File: src/rtl/kbd_mailbox_pkg.sv
// kbd_mailbox_pkg: shared constants and types for the keyboard code mailbox
package kbd_mailbox_pkg;
  localparam logic [7:0] PFX_EXT = 8'hE0;
  localparam logic [7:0] PFX_BRK = 8'hF0;
  localparam int ST_RDY = 0;
  localparam int ST_BRK = 1;
  localparam int ST_EXT = 2;
  localparam int ST_OVF = 3;
  localparam int ST_ERR = 4;
  localparam int ST_SEQ = 5;
  typedef struct packed {
    logic       ext;
    logic       brk;
    logic [7:0] code;
  } entry_t;
  typedef enum logic [1:0] {IDLE, GOT_E0, GOT_F0, GOT_E0F0} pfx_state_t;
endpackage

File: src/rtl/kbd_code_fifo.sv
// kbd_code_fifo: synchronous FIFO with flush and count; a push while full succeeds when a pop frees a slot the same cycle
module kbd_code_fifo #(
  parameter int DEPTH = 8,
  parameter int W = 10,
  localparam int AW = $clog2(DEPTH),
  localparam int CW = AW + 1
) (
  input  logic          clk,
  input  logic          rst,
  input  logic          clear,
  input  logic          push,
  input  logic          pop,
  input  logic [W-1:0]  din,
  output logic [W-1:0]  dout,
  output logic          full,
  output logic          empty,
  output logic [CW-1:0] count
);
  logic [W-1:0] mem [DEPTH];
  logic [AW-1:0] wp, rp;
  logic do_push, do_pop;
  assign full = count == CW'(DEPTH);
  assign empty = count == '0;
  assign do_push = push && (!full || pop);
  assign do_pop = pop && !empty;
  assign dout = mem[rp];
  // pointers wrap naturally; count only tracks accepted pushes and real pops
  always_ff @(posedge clk) begin
    if (rst || clear) begin
      wp <= '0;
      rp <= '0;
      count <= '0;
    end else begin
      if (do_push) wp <= wp + 1'b1;
      if (do_pop) rp <= rp + 1'b1;
      count <= count + CW'(do_push) - CW'(do_pop);
    end
  end
  // storage needs no reset: flushed entries are unreachable once pointers clear
  always_ff @(posedge clk) begin
    if (do_push) mem[wp] <= din;
  end
endmodule

File: src/rtl/kbd_code_mailbox.sv
// kbd_code_mailbox: folds E0/F0 prefixes into flags, queues codes and presents them under a toggle-ack handshake
module kbd_code_mailbox
  import kbd_mailbox_pkg::*;
#(
  parameter int FIFO_DEPTH = 8,
  localparam int LVL_W = $clog2(FIFO_DEPTH) + 1
) (
  input  logic             clk,
  input  logic             reset,
  input  logic             scan_valid,
  input  logic [7:0]       scan_byte,
  input  logic             ack_toggle,
  input  logic             clear,
  output logic [7:0]       key_code,
  output logic [7:0]       code_status,
  output logic [LVL_W-1:0] fifo_level
);
  pfx_state_t state, nxt;
  entry_t new_e, head;
  logic is_pfx, push, pop, full, empty, ack, ack_prev;
  logic rdy, brk, ext, ovf, ack_err;
  logic [2:0] seq;
  assign is_pfx = scan_byte == PFX_EXT || scan_byte == PFX_BRK;
  assign push = scan_valid && !is_pfx && !clear;
  assign pop = !rdy && !empty && !clear;
  assign ack = ack_toggle != ack_prev;
  assign new_e = '{ext: state == GOT_E0 || state == GOT_E0F0,
                   brk: state == GOT_F0 || state == GOT_E0F0,
                   code: scan_byte};
  kbd_code_fifo #(.DEPTH(FIFO_DEPTH), .W($bits(entry_t))) u_fifo (
    .clk(clk),
    .rst(reset),
    .clear(clear),
    .push(push),
    .pop(pop),
    .din(new_e),
    .dout(head),
    .full(full),
    .empty(empty),
    .count(fifo_level)
  );
  // prefix tracking: a break prefix after nothing blocks a later E0 from marking ext
  always_comb begin
    nxt = !scan_valid ? state :
          !is_pfx ? IDLE :
          state == IDLE ? (scan_byte == PFX_EXT ? GOT_E0 : GOT_F0) :
          (state == GOT_E0 && scan_byte == PFX_BRK) ? GOT_E0F0 : state;
  end
  // status byte layout seen by software
  always_comb begin
    code_status = '0;
    code_status[ST_RDY] = rdy;
    code_status[ST_BRK] = brk;
    code_status[ST_EXT] = ext;
    code_status[ST_OVF] = ovf;
    code_status[ST_ERR] = ack_err;
    code_status[ST_SEQ +: 3] = seq;
  end
  // presentation register, handshake and sticky error flags
  always_ff @(posedge clk) begin
    ack_prev <= ack_toggle;
    if (reset || clear) begin
      state <= IDLE;
      rdy <= 1'b0;
      brk <= 1'b0;
      ext <= 1'b0;
      key_code <= '0;
      seq <= '0;
      ovf <= 1'b0;
      ack_err <= 1'b0;
    end else begin
      state <= nxt;
      if (pop) begin
        rdy <= 1'b1;
        brk <= head.brk;
        ext <= head.ext;
        key_code <= head.code;
        seq <= seq + 3'd1;
      end else if (ack) rdy <= 1'b0;
      if (ack && !rdy) ack_err <= 1'b1;
      if (push && full && !pop) ovf <= 1'b1;
    end
  end
endmodule

File: config.mk
export PLATFORM = sky130hd
export DESIGN_NAME = kbd_code_mailbox
export DESIGN_NICKNAME = d
export VERILOG_FILES = /design/src/rtl/kbd_mailbox_pkg.sv /design/src/rtl/kbd_code_fifo.sv /design/src/rtl/kbd_code_mailbox.sv
export SDC_FILE = /design/constraint.sdc
export NUM_CORES = 1
export LEC_CHECK = 0
export ABC_AREA = 1
export CAP_MARGIN = 5
export CORE_MARGIN = 5
export CORE_UTILIZATION = 63
export DETAILED_ROUTE_END_ITERATION = 10
export GPL_TIMING_DRIVEN = 1
export PLACE_DENSITY_LB_ADDON = 0.25
export SYNTH_ARGS = -nofsm -noshare
export SYNTH_HDL_FRONTEND = slang
export SYNTH_SLANG_ARGS = --single-unit
File: constraint.sdc
create_clock -name clk -period 5.91 [get_ports clk]
set_input_delay 1.182 -clock clk [delete_from_list [all_inputs] [get_ports clk]]
set_output_delay 1.182 -clock clk [all_outputs]
set_load 0.1 [all_outputs]
## Word level (Yosys, flattened, before mapping)

Memories as Yosys holds them, arrays and structs flattened. A register that Yosys moved wholly into a read port is not among the register bits.
Cells that the tools add are included.
W data, S select, Z words.

- Equal/unequal tests: 8
- Multiplexer cells: 8
- Reduce and logical (&&, ||, !) cells: 25
- $add $sub $neg: 5

Operators with widths:

| cell | count |
|---|---|
| $eq A8 B8 Y1 const B | 2 |
| $logic_and A1 B1 Y1 | 10 |
| $add A3 B1 Y3 const B | 3 |
| $mux W2 | 4 |
| $logic_not A1 Y1 | 6 |
| $logic_or A1 B1 Y1 | 5 |
| $add A4 B1 Y4 | 1 |
| $eq A2 B2 Y1 const B | 2 |
| $eq A4 B4 Y1 const B | 1 |
| $logic_not A4 Y1 | 1 |
| $mux W1 | 4 |
| $sub A4 B1 Y4 | 1 |
| $ne A3 B1 Y1 const B | 1 |
| $eq A2 B1 Y1 const B | 1 |
| $logic_not A2 Y1 | 1 |
| $reduce_and A2 Y1 | 1 |
| $reduce_bool A2 Y1 | 1 |
| $ne A1 B1 Y1 | 1 |

- Memory bits (writable): 80
- Flip-flop bits (word level): 19
- Memories kept: 1
- Input bits: 13

Memories:

| memory | depth | bits a word | read ports | clocked after memory_dff | wr ports | RTL line | source |
|---|---|---|---|---|---|---|---|
| u_fifo.mem | 8 | 10 | 1 | 1 | 1 | kbd_code_fifo.sv:19 | `logic [W-1:0] mem [DEPTH];` |

## Depth between registers and ports, before layout

- Word-level depth: 8
- Mapped depth: 13

## Modules after synthesis

A second synthesis with hierarchy kept.

- Cells, all modules: 531
- Area total of the unflattened synthesis: 5,057.4 sq um

By module, submodules not included:

| module | times used | area an instance (sq um) | cells each |
|---|---|---|---|
| kbd_code_fifo | 1 | 4,197.8 | 414 |
| kbd_code_mailbox | 1 | 859.6 | 117 |

## Worst setup path before layout

Ideal clock, no wire load.

- Path kind: register to register
- Start: register u_fifo.count[2]
- End: memory u_fifo.mem[7][0], enable pin
- Path slack: 2,966 ps
- Cell stages (with the launch flop): 8
- Data required time: 5,520 ps
- Setup time: 390 ps
- Data arrival time: 2,554 ps
- Clock period less this slack: 2,944 ps
- Path buffers: 0
- Path through: dfxtp_1 -> inv_1 -> ha_1 -> nand2_2 -> nand3_4 -> nand2_2 -> nand3_4 -> nor3_1

- Word-level cells in the longest chain between the ends: 8
- Elaborated cells between the ends (all ways): 10
- Those cells by class: eq/ne: 1; mux: 2; reduce/logical: 7

RTL lines:

| item | RTL line | source |
|---|---|---|
| start, declared | kbd_code_fifo.sv:17 | `output logic [CW-1:0] count` |
| start signal, assigned | kbd_code_fifo.sv:36 | `count <= count + CW'(do_push) - CW'(do_pop);` |
| $logic_not A4 Y1 | kbd_code_fifo.sv:23 | `assign empty = count == '0;` |
| $logic_not A1 Y1 | kbd_code_mailbox.sv:25 | `assign pop = !rdy && !empty && !clear;` |
| $logic_and A1 B1 Y1 (2 in series) | kbd_code_mailbox.sv:25 |  |
| $logic_or A1 B1 Y1 * | kbd_code_fifo.sv:24 | `assign do_push = push && (!full \|\| pop);` |
| $logic_and A1 B1 Y1 * | kbd_code_fifo.sv:24 |  |
| $mux W1 * | kbd_code_fifo.sv:41 | `if (do_push) mem[wp] <= din;` |
| $mux W1 (implied by the code) * | kbd_code_fifo.sv:41 |  |
| end, declared | kbd_code_fifo.sv:19 |  |

Mark *: on every way between the ends. The rest lies on a longest branch, timed or not.

## Final worst setup path

- Start: input port scan_byte[4]
- End: memory u_fifo.mem[6][2], enable pin

- Word-level cells in the longest chain between the ends: 8
- Elaborated cells between the ends (all ways): 9
- Those cells by class: eq/ne: 2; mux: 2; reduce/logical: 5

RTL lines:

| item | RTL line | source |
|---|---|---|
| start, declared | kbd_code_mailbox.sv:11 | `input logic [7:0] scan_byte,` |
| $eq A8 B8 Y1 | kbd_code_mailbox.sv:23 | `assign is_pfx = scan_byte == PFX_EXT \|\| scan_byte == PFX_BRK;` |
| $logic_or A1 B1 Y1 * | kbd_code_mailbox.sv:23 |  |
| $logic_not A1 Y1 * | -- |  |
| $logic_and A1 B1 Y1 * (2 in series) | kbd_code_mailbox.sv:24 | `assign push = scan_valid && !is_pfx && !clear;` |
| $logic_and A1 B1 Y1 * | kbd_code_fifo.sv:24 |  |
| net u_fifo.do_push | kbd_code_fifo.sv:21 | `logic do_push, do_pop;` |
| $mux W1 * | kbd_code_fifo.sv:41 |  |
| $mux W1 (implied by the code) * | kbd_code_fifo.sv:41 |  |

The timed path passes the listed nets; every way through them passes the cells marked *.

==> results.cfg <==
[critical_path]
timing.critical_path.fanout_max = 10
end_kind = flip-flop
regToRegEndpoint = u_fifo.count[1]
r2r_start = u_fifo.count[2]
crit_end = u_fifo.mem[6][2]
timing_worst_setup_path_type = input pin to flip-flop
crit_buf_inv = 3
worstPathArrival_ns = 3.25
critPathLaunch = scan_byte[4]
worst_path_cell_chain = clkdlybuf4s50_1, inv_1, nand2_1, nor2_1, o21ai_2, nand3_4, inv_4, nand2_4, nor2_2
crit_path_top_delay_cell = clkdlybuf4s50_1
timing.reg2reg.setup_slack_ns = 3.46
r2r_cells = 11
path_delay_family = simple AND/OR/NAND/NOR gates
max_stage_delay_ns = 0.66
crit_required_ns = 5.90
critPathLaunchType = input pin
worst-path-stages = 9

[clock_tree]
numCtsBuffers = 9
cell_at_the_root_of_the_clock_tree = clkbuf_8
postCtsHoldBufs = 0
clock_tree_from_tritoncts = yes
cts.sinks = 109
insertion_delay_ns = 0.36
cts_h_tree_depth = 3
post-cts-setup-buffers = 0
clk_pin_slew_worst_paths_ns = 0.09
post_cts.resized_instances = 0
clock_tree_buf_depth = 2

[timing]
grt_setup_unrepaired = false
finalSetupViolations = 0
fin_hold_ws_ns = 0.462
setup_tns_ns = 0
hold_violations = 0
worst_slew_pin_slew_ns = 0.980
worst_slew_margin_rel_pct = 34.4
clock.fmax_mhz = 306
skew_ns = 0.0116
report.final.slew_viol_count = 0
layout_min_cycle_time_ns = 3.26
fin_crit_sh_pct = 55.2

[grt]
grtUsageTotal_pct = 23.1
first_global_vias = 2987
initial_antenna_violation_count = 0
globalRoute.totalOverflow = 0
maximum_number_of_pins_on_one_net_before_global_route_repair = 43
grt_pass1_wl_mm = 15.4

[pwr]
comb_power_share_pct = 31.6
seqPwrFrac_pct = 46.5
power_report.internal_total_mw = 1.23
clkPwrFrac_pct = 21.8
switching_share_pct = 38.1
power_density_mw_per_mm2 = 389
leakage_nw = 1.78
p_switching_uw = 756
max_vdd_drop_v = 0.000192

[cells_and_area]
final_nets = 482
final_area_sq_mm = 0.00511
final.fill_count = 526
mostFrequentLayoutCell = nor2_1
area_delta_synth_final_pct = 10.6
final_cell_mix = nor2_1 (99), edfxtp_1 (80), o21ai_1 (39)
proportion_of_layout_cells_with_a_drive_suffix_above_1_pct = 7.76
antennaDiodeCount = 0
layout.cells.non_filler = 563

[placement]
dp_hpwl_mm = 6.06
gp_congestion = 0.822
portBuffers = 32
placement.cell_area_sq_mm = 0.00492
dpl.cell_count = 547

[drt]
num_vias = 3132
drt_iter0_markers = 267
routed_wire_length_per_instance_microns = 17.2
viasPerCell = 5.56
final_antenna_net_count = 0
dr.pass1.iters = 4
route.detailed.drc = 0
detail_route.wirelength_mm = 9.70

[run]
maxCapViolations = 0

[die]
row_count = 31
die_extent_in_y_microns = 95.6
io_pins = 33
initial_utilization_pct = 64.0
core_area_sq_mm = 0.00721
fp.dieArea_sq_mm = 0.00914
die_x_microns = 95.6

[synth]
syn-cell-area_sq_mm = 0.00462
post_synth_num_cell_types = 32
ys_warn_count = 0
synth_area_per_cell_sq_um = 10.5
seq_area_frac_synth_pct = 64.6
netlist_instances = 438
yosys_register_bits = 109
synth_fp_nets = 461

[worst_hold_path]
holdCritPathClass = flip-flop to flip-flop

[run_status]
outcome = finished, final reports clean
-- metal layers --
metal	part of all wire [%]	global-route usage, %	vias to the layer above
li1	-	-	1519
met1	41	30.2	1459
met2	49	38.6	134
met3	7.6	4.10	20
met4	1.9	8.77	0
met5	0	0	-
-- kinds of logic after synthesis --
| group | synth area share [%] |
|---|---|
| and+or+nand+nor | 17.6 |
| DFF | 64.6 |
| AOI/OAI and AO/OA | 7.97 |
| buffers and inverters | 6.37 |
| adders and majority gates | 2.87 |
| xor gates and xnor gates | 0.569 |
-- synth_stat cells --
cell type	number	area share, %
xor2_1	1	0.19
inv_4	2	0.27
nand2_4	1	0.24
o21ai_2	1	0.19
nor3b_1	1	0.16
buf_2	9	0.98
buf_6	6	1.5
buf_4	5	0.81
nor3_1	4	0.43
a21oi_1	21	2.3
o21ai_0	6	0.65
o21a_1	1	0.16
clkbuf_1	5	0.41
fa_1	1	0.43
nand3_4	2	0.76
nor2_1	99	8.0
nand2_2	2	0.27
clkinv_1	1	0.081
a31oi_1	1	0.14
inv_2	3	0.24
nand3_1	34	3.7
xnor2_1	2	0.38
buf_1	1	0.081
inv_1	25	2.0
dfxtp_1	29	13
nor2_2	6	0.81
nand4_1	1	0.14
edfxtp_1	80	52
o211ai_1	2	0.33
o21ai_1	39	4.2
ha_1	9	2.4
nand2_1	38	3.1
-- cell type report --
type	instances	area [sq um]	area share, %
clock inverter	7	65.1	1.27
multi-input combinational	272	1340	26.2
clock buffer	9	124	2.42
inverter	31	121	2.38
tap	99	124	2.42
sequential	109	2980	58.4
timing repair buffer	36	350	6.86
-- worst min-delay path by stage --
stage	endpoint	depth (start not counted)	start	slack [ns]
2_1_floorplan	ovf	2	ovf	0.44
3_3_place_gp	seq[2]	2	seq[2]	0.44
3_5_place_dp	seq[2]	2	seq[2]	0.45
4_1_cts	seq[2]	2	seq[2]	0.46
5_1_grt	seq[2]	2	seq[2]	0.48
6_report	seq[2]	2	seq[2]	0.46
-- worst register-to-register path: cells and delay by family, from the launching register on --
kind	cells	cell delay [ns]
adders and majority gates	4	1.13
buffers and inverters	4	0.54
DFF	1	0.35
and+or+nand+nor	3	0.31
-- registers in the layout, summed over array words and instances (netlist names) --
signal / cells
ext: 1
ack_err: 1
u_fifo.rp: 3
ovf: 1
state: 2
seq: 3
u_fifo.mem: 80
rdy: 1
u_fifo.wp: 3
u_fifo.count: 4
key_code: 8
brk: 1
ack_prev: 1
-- through the flow --
step                      util, %  worst slack, ns  total power [mW]
after floorplan                 -             2.97              1.45
final                        70.8             2.65              1.99
after detailed placement     68.2             2.37              1.56
after global routing         70.8             2.56              2.10
after global placement       68.2             2.42              1.55
after CTS                    70.8             2.70              1.99
-- power groups by stage --
stage | Clock (mW) | Sequential, mW | Combinational (mW)
final | 0.434 | 0.925 | 0.628
after global routing | 0.472 | 0.934 | 0.693
after CTS | 0.436 | 0.924 | 0.626
after detailed placement | 0 | 0.942 | 0.620
after global placement | 0 | 0.940 | 0.605
after floorplan | 0 | 1.03 | 0.416
No activity file was read; power rests on OpenSTA's default activity.
